File: src/rtl/ooo_issue_queue.sv
// Age-ordered issue queue: holds renamed ops until both sources are ready, issues oldest ready op.
// Latency: dispatch-to-issue >= 1 cycle; wakeup-to-eligible 1 cycle. Backpressure: disp_ready = !full && !flush; held when iss_ready=0.
module ooo_issue_queue #(
    parameter int DEPTH      = 8,
    parameter int TAG_W      = 6,
    parameter int PAYLOAD_W  = 32,
    parameter int WAKE_PORTS = 2,
    localparam int CW = $clog2(DEPTH) + 1,
    localparam int IW = $clog2(DEPTH)
) (
    input  logic                        clk,
    input  logic                        n_rst,
    input  logic                        flush,
    input  logic                        disp_valid,
    output logic                        disp_ready,
    input  logic [PAYLOAD_W-1:0]        disp_payload,
    input  logic [TAG_W-1:0]            disp_dst_tag,
    input  logic [TAG_W-1:0]            disp_src1_tag,
    input  logic                        disp_src1_rdy,
    input  logic [TAG_W-1:0]            disp_src2_tag,
    input  logic                        disp_src2_rdy,
    input  logic [WAKE_PORTS-1:0]       wake_valid,
    input  logic [WAKE_PORTS*TAG_W-1:0] wake_tag,
    output logic                        iss_valid,
    input  logic                        iss_ready,
    output logic [PAYLOAD_W-1:0]        iss_payload,
    output logic [TAG_W-1:0]            iss_dst_tag,
    output logic [TAG_W-1:0]            iss_src1_tag,
    output logic [TAG_W-1:0]            iss_src2_tag,
    output logic [CW-1:0]               count,
    output logic                        empty,
    output logic                        full
);

    logic [DEPTH-1:0]     vld_q, vld_d, s1r_q, s1r_d, s2r_q, s2r_d;
    logic [PAYLOAD_W-1:0] pay_q [DEPTH];
    logic [PAYLOAD_W-1:0] pay_d [DEPTH];
    logic [TAG_W-1:0]     dst_q [DEPTH];
    logic [TAG_W-1:0]     dst_d [DEPTH];
    logic [TAG_W-1:0]     s1t_q [DEPTH];
    logic [TAG_W-1:0]     s1t_d [DEPTH];
    logic [TAG_W-1:0]     s2t_q [DEPTH];
    logic [TAG_W-1:0]     s2t_d [DEPTH];
    // older_q[i][j] set means entry i was dispatched before entry j
    logic [DEPTH-1:0]     older_q [DEPTH];
    logic [DEPTH-1:0]     older_d [DEPTH];
    logic [CW-1:0]        count_q, count_d;

    logic [DEPTH-1:0] elig, sel;
    logic [IW-1:0]    sel_idx, free_idx;
    logic             alloc, issue_fire;

    function automatic logic wake_hit(input logic [TAG_W-1:0] t,
                                      input logic [WAKE_PORTS-1:0] wv,
                                      input logic [WAKE_PORTS*TAG_W-1:0] wt);
        logic h;
        h = 1'b0;
        for (int p = 0; p < WAKE_PORTS; p++)
            if (wv[p] && wt[p*TAG_W +: TAG_W] == t) h = 1'b1;
        return h;
    endfunction

    assign elig       = vld_q & s1r_q & s2r_q;
    assign full       = (count_q == CW'(DEPTH));
    assign empty      = (count_q == '0);
    assign count      = count_q;
    assign disp_ready = !full && !flush;
    assign iss_valid  = (|elig) && !flush;
    assign alloc      = disp_valid && disp_ready;
    assign issue_fire = iss_valid && iss_ready;

    always_comb begin
        logic blk;
        sel      = '0;
        sel_idx  = '0;
        free_idx = '0;
        for (int i = 0; i < DEPTH; i++) begin
            blk = 1'b0;
            for (int j = 0; j < DEPTH; j++)
                if (elig[j] && older_q[j][i]) blk = 1'b1;
            sel[i] = elig[i] && !blk;
        end
        for (int i = 0; i < DEPTH; i++)
            if (sel[i]) sel_idx = IW'(i);
        for (int i = DEPTH - 1; i >= 0; i--)
            if (!vld_q[i]) free_idx = IW'(i);
    end

    assign iss_payload  = pay_q[sel_idx];
    assign iss_dst_tag  = dst_q[sel_idx];
    assign iss_src1_tag = s1t_q[sel_idx];
    assign iss_src2_tag = s2t_q[sel_idx];

    always_comb begin
        vld_d   = vld_q;
        s1r_d   = s1r_q;
        s2r_d   = s2r_q;
        pay_d   = pay_q;
        dst_d   = dst_q;
        s1t_d   = s1t_q;
        s2t_d   = s2t_q;
        older_d = older_q;
        count_d = count_q + CW'(alloc) - CW'(issue_fire);
        for (int i = 0; i < DEPTH; i++) begin
            if (wake_hit(s1t_q[i], wake_valid, wake_tag)) s1r_d[i] = 1'b1;
            if (wake_hit(s2t_q[i], wake_valid, wake_tag)) s2r_d[i] = 1'b1;
        end
        if (issue_fire)
            vld_d[sel_idx] = 1'b0;
        if (alloc) begin
            vld_d[free_idx]   = 1'b1;
            pay_d[free_idx]   = disp_payload;
            dst_d[free_idx]   = disp_dst_tag;
            s1t_d[free_idx]   = disp_src1_tag;
            s2t_d[free_idx]   = disp_src2_tag;
            s1r_d[free_idx]   = disp_src1_rdy | wake_hit(disp_src1_tag, wake_valid, wake_tag);
            s2r_d[free_idx]   = disp_src2_rdy | wake_hit(disp_src2_tag, wake_valid, wake_tag);
            older_d[free_idx] = '0;
            for (int j = 0; j < DEPTH; j++)
                older_d[j][free_idx] = vld_q[j];
        end
        if (flush) begin
            vld_d   = '0;
            count_d = '0;
        end
    end

    always_ff @(posedge clk or negedge n_rst) begin
        if (!n_rst) begin
            vld_q   <= '0;
            s1r_q   <= '0;
            s2r_q   <= '0;
            count_q <= '0;
            for (int i = 0; i < DEPTH; i++) begin
                pay_q[i]   <= '0;
                dst_q[i]   <= '0;
                s1t_q[i]   <= '0;
                s2t_q[i]   <= '0;
                older_q[i] <= '0;
            end
        end else begin
            vld_q   <= vld_d;
            s1r_q   <= s1r_d;
            s2r_q   <= s2r_d;
            count_q <= count_d;
            pay_q   <= pay_d;
            dst_q   <= dst_d;
            s1t_q   <= s1t_d;
            s2t_q   <= s2t_d;
            older_q <= older_d;
        end
    end

endmodule
File: config.mk
export PLATFORM = sky130hd
export DESIGN_NAME = ooo_issue_queue
export DESIGN_NICKNAME = d
export VERILOG_FILES = /design/src/rtl/ooo_issue_queue.sv
export SDC_FILE = /design/constraint.sdc
export NUM_CORES = 1
export LEC_CHECK = 0
export ABC_AREA = 1
export CORE_ASPECT_RATIO = 0.75
export CORE_MARGIN = 5
export CORE_UTILIZATION = 39
export CTS_CLUSTER_SIZE = 20
export DETAILED_ROUTE_END_ITERATION = 12
export HOLD_SLACK_MARGIN = 0.06
export PLACE_DENSITY = 0.63
export RECOVER_POWER = 50
export SYNTH_ARGS = -nofsm -noshare
export SYNTH_HDL_FRONTEND = slang
export SYNTH_SLANG_ARGS = --single-unit
File: constraint.sdc
create_clock -name clk -period 4.2 [get_ports clk]
set_input_delay 0.42 -clock clk [delete_from_list [all_inputs] [get_ports clk]]
set_output_delay 0.42 -clock clk [all_outputs]
set_load 0.02 [all_outputs]
==> After elaboration in Yosys (flattened, before gate mapping) <==
Cells that the tools add are included.
{ "op_classes": {"n_addsub": 2, "order_cmp": 7, "n_eq_ne": 37, "muxes": 167, "n_bitwise": 11, "n_reduce_logical": 117} }
{ "ops": {"columns": ["cell", "n"], "rows": [
  ["$bwmux W256", 1],
  ["$eq A6 B6 Y1", 36],
  ["$bwmux W48", 3],
  ["$mux W1", 113],
  ["$logic_and A1 B1 Y1", 106],
  ["$bmux W32 S3", 1],
  ["$demux W32 S3", 1],
  ["$mux W32", 3],
  ["$bwmux W8", 10],
  ["$and A64 B64 Y64", 1],
  ["$not A64 Y64", 1],
  ["$bmux W6 S3", 3],
  ["$mux W8", 6],
  ["$mux W3", 14],
  ["$mux W6", 7],
  ["$and A8 B8 Y8", 3],
  ["$demux W8 S3", 1],
  ["$demux W6 S3", 1],
  ["$logic_not A1 Y1", 9],
  ["$ge A4 B4 Y1 const B", 2],
  ["$lt A3 B4 Y1 const B", 2],
  ["$not A3 Y4", 2],
  ["$not A8 Y8", 1],
  ["$or A8 B8 Y8", 1],
  ["10 further kinds", 13]
]} }
{ "totals": {"reg_bits": 492, "input_bits": 71} }

==> Longest topological paths before layout <==
{ "logic_depth": {"ltp_word": 30, "mapped_depth": 19, "depth_no_buf": 17} }

==> Worst setup path after synthesis <==
Ideal clock, no wire load.
{ "synth_path": {"path_type": "reg2reg", "from": "reg count_q[2] (netlist: count[2])", "to": "reg count_q[1] (netlist: count[1])", "setup_ps": 132, "arrival_ps": 2762, "required_time_ps": 4068, "path_slack_ps": 1306, "stages_incl_launch_ff": 12, "n_path_buf": 0, "synth_period_minus_slack_ps": 2894, "path_cell_list": "dfrtp_1 -> inv_1 -> ha_1 -> nor3b_1 -> nor2_1 -> nand2_2 -> ha_1 -> inv_1 -> ha_1 -> fa_1 -> inv_1 -> nor2_1"} }
{ "synth_via": {"elab_chain_len": 7} }
{ "synth_lines": {"columns": ["element", "line_no", "rtl"], "rows": [
  ["start, declared", "47", "logic [CW-1:0] count_q, count_d;"],
  ["start signal, assigned", "145", "count_q <= count_d;"],
  ["$eq A4 B4 Y1", "64", "assign full = (count_q == CW'(DEPTH));"],
  ["net full", "32", "output logic full"],
  ["$logic_not A1 Y1", "67", "assign disp_ready = !full && !flush;"],
  ["$logic_and A1 B1 Y1", "67", null],
  ["net disp_ready", "15", "output logic disp_ready,"],
  ["$logic_and A1 B1 Y1", "69", "assign alloc = disp_valid && disp_ready;"],
  ["$add A4 B1 Y4", "103", "count_d = count_q + CW'(alloc) - CW'(issue_fire);"],
  ["$sub A4 B1 Y4", "103", null],
  ["$mux W4", "122", "if (flush) begin"],
  ["net count_d[1]", "47", null]
]} }
The timed path passes the listed nets, and every way through them passes these cells.
A chain may end at the register's enable or synchronous reset.

==> Worst setup path in the final report <==
{ "layout_path": {"from": "reg s1r_q[3]", "to": "out iss_payload[1]"} }
{ "layout_via": {"elab_chain_len": 21, "word_cells_on_any_way": 69, "cone_classes": "45 x mux; 3 x bitwise; 21 x reduce/logical"} }
{ "layout_lines": {"columns": ["element", "line_no", "rtl"], "rows": [
  ["start, declared", "35", "logic [DEPTH-1:0] vld_q, vld_d, s1r_q, s1r_d, s2r_q, s2r_d;"],
  ["start signal, assigned", "143", "s1r_q <= s1r_d;"],
  ["$and A8 B8 Y8 (*) (2 in a row)", "63", "assign elig = vld_q & s1r_q & s2r_q;"],
  ["$logic_and A1 B1 Y1", "80", "if (elig[j] && older_q[j][i]) blk = 1'b1;"],
  ["$mux W1 (5 in a row)", "80", null],
  ["$logic_not A1 Y1", "81", "sel[i] = elig[i] && !blk;"],
  ["$logic_and A1 B1 Y1", "81", null],
  ["$mux W1", "84", "if (sel[i]) sel_idx = IW'(i);"],
  ["$mux W3 (5 in a row)", "84", null],
  ["$mux W3 (*)", "84", null],
  ["$not A3 Y4 (implied by the code) (*)", "89", "assign iss_payload = pay_q[sel_idx];"],
  ["$bmux W32 S3 (*)", "89", null],
  ["$mux W32 (implied by the code) (*) (2 in a row)", "89", null],
  ["end, declared", "26", "output logic [PAYLOAD_W-1:0] iss_payload,"]
]} }
Mark *: on every way between the ends. The rest lies on a longest branch, timed or not. The select of a mux whose other input is x is not followed.

==> reports/results.txt <==
drc violations: 0
flip-flop and latch area: 0.0121 mm2
arrival time of data at the critical path endpoint: 3.62 ns
# port buffers: 128
die footprint: 0.0712 mm2
Final setup viols: 0
Synth Flop Type: dfrtp_1
CP max FO: 45
slowest cell on the critical path: clkdlybuf4s50_1
Synth top area share: 47.1%
CTS Buf Count: 52
CTS tree: built
vias in the first global route: 22.2k
initial antenna violation count: 4
crit-path leading delay family: simple AND/OR/NAND/NOR gates
largest net degree at the start of global routing: 154
drt first pass iters: 6
max incr delay on CP: 0.63 ns
Post-Syn Instances: 3435
crit path from: s1r_q[3]
CP cell instances: nand3_2, nor2_1, o21ai_1, nor2_1, nand2_1, nand2_1, nand2_1, nand2_2, nand2_8, buf_4, buf_16, nand3_1, nand3_1, nand2_1, inv_1, nand2_1, clkdlybuf4s50_1
cell taking the most area after synthesis: dfrtp_1
Max Buffers Root-to-Sink: 3
synthesized area: 0.0257 mm2
Net Sw Power: 4.37 mW
share of cells above drive strength 1: 6.41%
clk sinks: 484
P_int: 9.25 mW
latest clock arrival within the worst-skew pair: 0.62 ns
worst hold-check path type: input pin to flip-flop
Unique masters post-synth: 49
Clock Power Share: 34.7%
Yosys reg bits: 484
setup TNS: 0 ns
core area: 0.0653 mm2
Pwr per Cell Area: 455 mW/mm2
sw frac: 32.1%
first-pass GRT wire length: 133000 um
Final min period: 4.04 ns
sequential share of power: 43.1%
Max Freq: 247 MHz
Starting Density: 39.4%
Fillers: 6550
vias per std cell: 5.45
Worst setup endpoint: iss_payload[1]
routed wire length: 87100 um
Worst Path Required: 3.78 ns
io pins: 129
Comb pwr share: 22.2%
final RePlAce weighted congestion: 0.946
synthesized area per cell: 7.48 um2
Worst Tran Pin Value: 2.42 ns
Critical Setup Path Class: flip-flop to output pin
Top cell by count, worst path: nand2_1
Net Count, Synth: 3513
worst reg2reg path startpoint: count[2]
outcome: finished, violations left
most common cell after layout, fill and taps aside: nand2_1
largest cells by area after synthesis: dfrtp_1, nand2_1, o21ai_0
CP Capture Type: output pin
row count: 81
Slew HR: -61.3%
most frequent cells in the layout: nand2_1, inv_1, dfrtp_1
Yosys Warn Count: 0
worst hold slack: 0.411 ns
sequential area share after synthesis: 47.1%
Worst R2R Setup Slack: 0.64 ns
Cell Count, Final, Fillers Out: 4411
P_leak: 14.3 nW
failing checks: capacitance limit, slew limit
reg-to-reg endpoint: s2r_q[4]
Total GRT Usage: 23.5%
total congestion overflow: 0
via count: 24.0k
max-cap violations: 2
Final Hold Viols: 0
nets@finish: 3573
# H-tree levels: 2
CTS Root Cell: clkbuf_16
async set-reset flop share out of synthesis: 100%
worst path bufs/invs: 4
Die X: 306 um
critical path depth: 17
Slew Limit Fails: 130
dpl cells: 4294
multi-input logic area: 0.0107 mm2
antenna viol nets, final: 0
Hold Crit Start: disp_payload[14]
DR WL/cell: 19.7 um
die height: 232 um
period utilization: 96.2%
Initial DRC Count: 3401
EDFF count, synth: 0
Area growth syn-to-layout: 16.5%
FF-to-FF path depth: 10
Post-DP HPWL: 52600 um
worst ir drop on vdd: 0.349 mV
Clk pin slew, worst setup/hold paths: 0.07 ns
Max Clock Skew: 0.0279 ns
startpoint type of the worst setup path: flip-flop
## cell usage after synthesis (5+ instances only)
| cell type | number |
|---|---|
| a2111oi_0 | 14 |
| a211oi_1 | 9 |
| a21oi_1 | 222 |
| a221oi_1 | 19 |
| buf_1 | 18 |
| buf_2 | 80 |
| buf_4 | 23 |
| clkbuf_1 | 95 |
| clkinv_1 | 5 |
| dfrtp_1 | 484 |
| ha_1 | 6 |
| inv_1 | 502 |
| inv_2 | 7 |
| nand2_1 | 804 |
| nand2_2 | 7 |
| nand3_1 | 275 |
| nand3_2 | 6 |
| nand4_1 | 21 |
| nor2_1 | 161 |
| nor2_2 | 5 |
| nor3_1 | 6 |
| nor4_1 | 9 |
| o2111ai_1 | 17 |
| o211ai_1 | 6 |
| o21ai_0 | 411 |
| o21ai_1 | 72 |
| o221ai_1 | 7 |
| o22ai_1 | 74 |
| xnor2_1 | 15 |
| xor2_1 | 20 |
## stage by stage
stage                     setup WS [ns]  total power, mW  instance area (um2)  utilization [%]
after floorplan                    1.31             7.61                25700                -
after global placement            0.550             8.89                28000             42.9
after detailed placement          0.561             8.93                28000             42.9
after CTS                        0.0105             13.7                29800             45.6
after global routing            -0.0113             14.3                29900             45.8
final                             0.159             13.6                29900             45.9
## logic make-up after synthesis
group	count (synthesis)	synth area share (%)
xor gates and xnor gates	35	1.19
DFF	484	47.1
AOI/OAI and AO/OA	864	18.3
and+or+nand+nor	1309	21.4
buffers and inverters	736	11.6
adders and majority gates	7	0.370
## registers in the layout, summed over array words and instances, names as in the netlist, named ones only
name / cells
s2r_q: 8
count: 4
s1t_q: 48
older_q: 49
s1r_q: 8
s2t_q: 48
vld_q: 8
dst_q: 48
pay_q: 256
## worst min-delay path by stage
stage,cells after the start,to,slack (ns)
floorplan,0,asynchronous set/reset pin,0.12
global placement,2,flip-flop,0.46
detailed placement,2,flip-flop,0.46
CTS,3,pay_q[174],0.37
global route,3,pay_q[174],0.40
finish,3,pay_q[174],0.41
## power by group through the flow
stage	sequential (mW)	clock (mW)	combinational (mW)
2_1_floorplan	5.77	0	1.84
3_3_place_gp	5.90	0	2.99
3_5_place_dp	5.92	0	3.02
4_1_cts	5.84	4.82	3.03
5_1_grt	5.94	5.02	3.38
6_report	5.87	4.73	3.03
## worst reg2reg max path: cells and delay by family (launching register included)
kind	cells	cell delay [ns]
AO/OA/AOI/OAI	2	0.27
adder cells (fa/ha/maj)	1	0.14
buffers and inverters	2	0.61
flip-flops	1	0.38
AND/OR/NAND/NOR	5	2.10
## timing repair
item                                    in CTS  in global routing
hold endpoints to repair                    82                  0
gates resized for setup                      4                 20
endpoints found under the setup margin      30                 47
hold buffers                                 1                  0
setup buffers                                0                 11
gates cloned                                 1                  5
pin swaps                                    1                  5
## final cells by class
cell class,count,share of cell area [%]
flip-flops and latches,484,40.5
multi-input cells,2218,35.8
diodes,1,0.00836
inverters,515,6.48
well taps,871,3.64
clock inverters,22,0.690
repair buffers,224,7.74
clock buffers,76,5.18
## metal layers
metal  track usage [%]  vias to the layer above  routed length (um)
li1                  -                    11300                   -
met1              35.4                    11300               38900
met2              34.0                     1269               35900
met3              5.49                      218                9730
met4              6.08                        4                2550
met5             0.274                        -                  59
No activity file was read; power rests on OpenSTA's default activity.
